**config.mk**
```make
export PLATFORM = sky130hd
export DESIGN_NAME = rca4
export DESIGN_NICKNAME = d
export VERILOG_FILES = /design/src/rtl/rca4.sv
export SDC_FILE = /design/constraint.sdc
export NUM_CORES = 1
export LEC_CHECK = 0
export ABC_AREA = 1
export CAP_MARGIN = 30
export CORE_AREA = 2 2 39 41
export CTS_BUF_LIST = sky130_fd_sc_hd__clkbuf_2
export DETAILED_ROUTE_END_ITERATION = 10
export DIE_AREA = 0 0 41 43
export PLACE_DENSITY_LB_ADDON = 0.08
export SLEW_MARGIN = 20
export SYNTH_ARGS = -nofsm -noshare
export SYNTH_HDL_FRONTEND = slang
export SYNTH_SLANG_ARGS = --single-unit
```
**constraint.sdc**
```tcl
create_clock -name clk -period 1.1 [get_ports clk]
set_clock_uncertainty 0.1 [all_clocks]
set_input_delay 0.11 -clock clk [delete_from_list [all_inputs] [get_ports clk]]
set_output_delay 0.11 -clock clk [all_outputs]
set_load 0.03 [all_outputs]
```
**src/rtl/rca4.sv**
```systemverilog
// ============================================================================
// rca4 : registered WIDTH-bit ripple-carry adder built from 1-bit full adders
// Rev 1.0 : initial release
// ============================================================================
`default_nettype none

module rca4_fa (
   input  logic a,
   input  logic b,
   input  logic ci,
   output logic s,
   output logic co
);
   assign s  = a ^ b ^ ci;
   assign co = (a & b) | (ci & (a ^ b));
endmodule

module rca4 #(
   parameter int WIDTH = 4
) (
   input  logic             clk,
   input  logic             rst_n,
   input  logic [WIDTH-1:0] a,
   input  logic [WIDTH-1:0] b,
   input  logic             cin,
   output logic [WIDTH-1:0] sum,
   output logic             cout,
   output logic             ovf
);
   logic [WIDTH:0]   w_c;
   logic [WIDTH-1:0] w_s;

   assign w_c[0] = cin;

   generate
      for (genvar i = 0; i < WIDTH; i++) begin : g_fa
         rca4_fa u_fa (
            .a  (a[i]),
            .b  (b[i]),
            .ci (w_c[i]),
            .s  (w_s[i]),
            .co (w_c[i+1])
         );
      end
   endgenerate

   // Signed overflow: carry into the sign bit disagrees with carry out of it.
   always_ff @(posedge clk or negedge rst_n) begin
      if (!rst_n) begin
         sum  <= '0;
         cout <= 1'b0;
         ovf  <= 1'b0;
      end else begin
         sum  <= w_s;
         cout <= w_c[WIDTH];
         ovf  <= w_c[WIDTH] ^ w_c[WIDTH-1];
      end
   end
endmodule

`default_nettype wire

```
==> metrics.yaml <==
via_per_inst: 3.39
wl_per_cell_um: 7.63
synth-seq-cells: 6
cts_buffers: 3
maxSlewHeadroom_pct: 83.0
synth_nets: 38
power_frac_seq_pct: 41.6
dp.cells: 55
hpwl_um: 409
synthCells: 23
fin_ws_ps: -594
synth.distinct_cells: 5
synthTopCellsByArea: "dfrtp_1 54%, fa_1 29%, inv_1 12%"
required_ps: 1150
synth-adder-area-share_pct: 28.7
p_per_area_mw_per_mm2: 1350
io_pins: 17
portBuffers: 16
final_nets: 60
critPathCaptureType: "flop"
finalCritPeriodShare_pct: 154
swShare_pct: 32.4
ctsHoldBuffers: 0
first_global_vias: 206
grt_usage_pct: 6.71
synth_top_cell_area_share_pct: 53.8
pwr-share-comb_pct: 36.1
grt_max_degree: 7
tightest_slew_ps: 254
num_vias: 200
die_area_mm2: 0.00176
placed_area_um2: 454
final_util_pct: 34.1
die_y_um: 43
cts.sinks: 6
antenna_cells: 0
wirelength_um: 450
rows: 14
postRouteAntennaNets: 0
drc: 0
antenna_found_initial: 0
worstSetupStartpointType: "primary input"
rsz0062_at_grt: "yes"
p_leak_nw: 0.245
drive_gt1_share_pct: 51.2
synth-xor-area-share_pct: 0
gp_congestion: 0.639
cts_tree: "done"
grt_overflow: 0
yosysTopAreaCell: "dfrtp_1"
critPathArrivalTime_ps: 1750
cts_root_buf: "clkbuf_2"
muxShareOfSynthArea_pct: 0
yosys_warnings: 0
htree_levels: 1
violations: "setup timing"
die_w_um: 41
cts_buffer_depth: 2
slew_viol_final: 0
final_cells: 59
worstHoldPathType: "in -> async"
hold_ws_ps: 31.4
seq_area_frac_synth_pct: 53.8
intPower_uw: 430
min_period_ps: 1690
p_switching_uw: 206
core_area_mm2: 0.00138
layout_common_cells: "7 x buf_4, 6 x dfrtp_1, 5 x inv_2, 5 x inv_1, 5 x clkdlybuf4s50_1"
synth-compound-area-share_pct: 0
synth_top_family_by_area: "adder cells"
clk_pin_slew_ps: 50
setup_violations: 4
drt-pass1-iter-count: 1
dr.first_iter.drc_count: 0
initial_core_util_pct: 20.2
vdd_drop_max_mv: 0.340
worstPathMaxFanout: 2
hold_viol_final: 0
fmax_mhz: 590
layout_commonest_cell: "buf_4"
outcome: "finished, violations left"
p_clk_share_pct: 22.2
final_area_um2: 472
avgSynthCellArea_um2: 12.1
grt_pass1_wl_um: 690
area_delta_synth_final_pct: 69.1
synthSimpleGateAreaFrac_pct: 4.04
criticalPathCategory: "in -> reg"
preCtsSetupSlack_ps: -1200
synth_area_um2: 279
drv_cap: 0
## stage by stage
step / setup TNS [ps] / total power, mW
after floorplan: -2060 / 0.391
after detailed placement: -4850 / 0.501
after CTS: -1850 / 0.645
after global routing: -1860 / 0.678
final: -1690 / 0.636
after global placement: -4680 / 0.497
## cell usage after synthesis
cell     number
inv_1         9
fa_1          4
inv_2         1
dfrtp_1       6
nand2_1       3
## power by group through the flow
stage,logic [mW],registers (mW),clock network (mW)
detailed placement,0.232,0.269,0
CTS,0.228,0.265,0.152
global route,0.253,0.267,0.159
finish,0.230,0.265,0.141
global placement,0.230,0.267,0
floorplan,0.0477,0.344,0
## logic make-up (layout without fill, tap and decap cells)
| family | count (synthesis) | count (layout) |
|---|---|---|
| flops | 6 | 6 |
| fa+ha+maj | 4 | 4 |
| simple gates | 3 | 3 |
| buf+inv | 10 | 30 |
## area by class of cell
type,instances,area [um2]
Fill cell,153,912
Sequential cell,6,150
Timing Repair Buffer,17,148
Multi-Input combinational cell,7,101
Inverter,10,37.5
Tap cell,16,20.0
Clock buffer,3,15.0
## registers in the layout (all words and copies together) (netlist names)
name / flops
cout: 1
sum: 4
ovf: 1
## layer usage
layer | vias to the layer above | share of wire (%) | global-route usage (%)
met2 | 13 | 55 | 10.0
met3 | 2 | 14 | 0.524
met4 | 0 | 4.2 | 12.0
met5 | - | 0 | 0
met1 | 85 | 27 | 5.02
li1 | 100 | - | -
## what timing repair did
action | 4_1_cts | 5_1_grt
resized for setup | 16 | 1
setup buffers | 0 | 1
gates cloned | 0 | 0
pin swaps | 4 | 5
endpoints found under the setup margin | 5 | 5
## worst max-delay path, cell delays in order
cell and delay, ps:
buf_6 90, fa_2 370, inv_2 60, fa_2 180, inv_2 30, fa_2 350
inv_2 80, fa_2 420, inv_1 60
## path summary, 6_finish.rpt
path	endpoint	from	slack, ps	cells past startpoint
setup / recovery	sum[3]	b[0]	-590	9
hold / removal	sum[3]	rst_n	30	1
max in group asynchronous	sum[2]	rst_n	670	1
min in group clk	sum[0]	a[0]	80	2
Power figures use the tool's default switching activity.
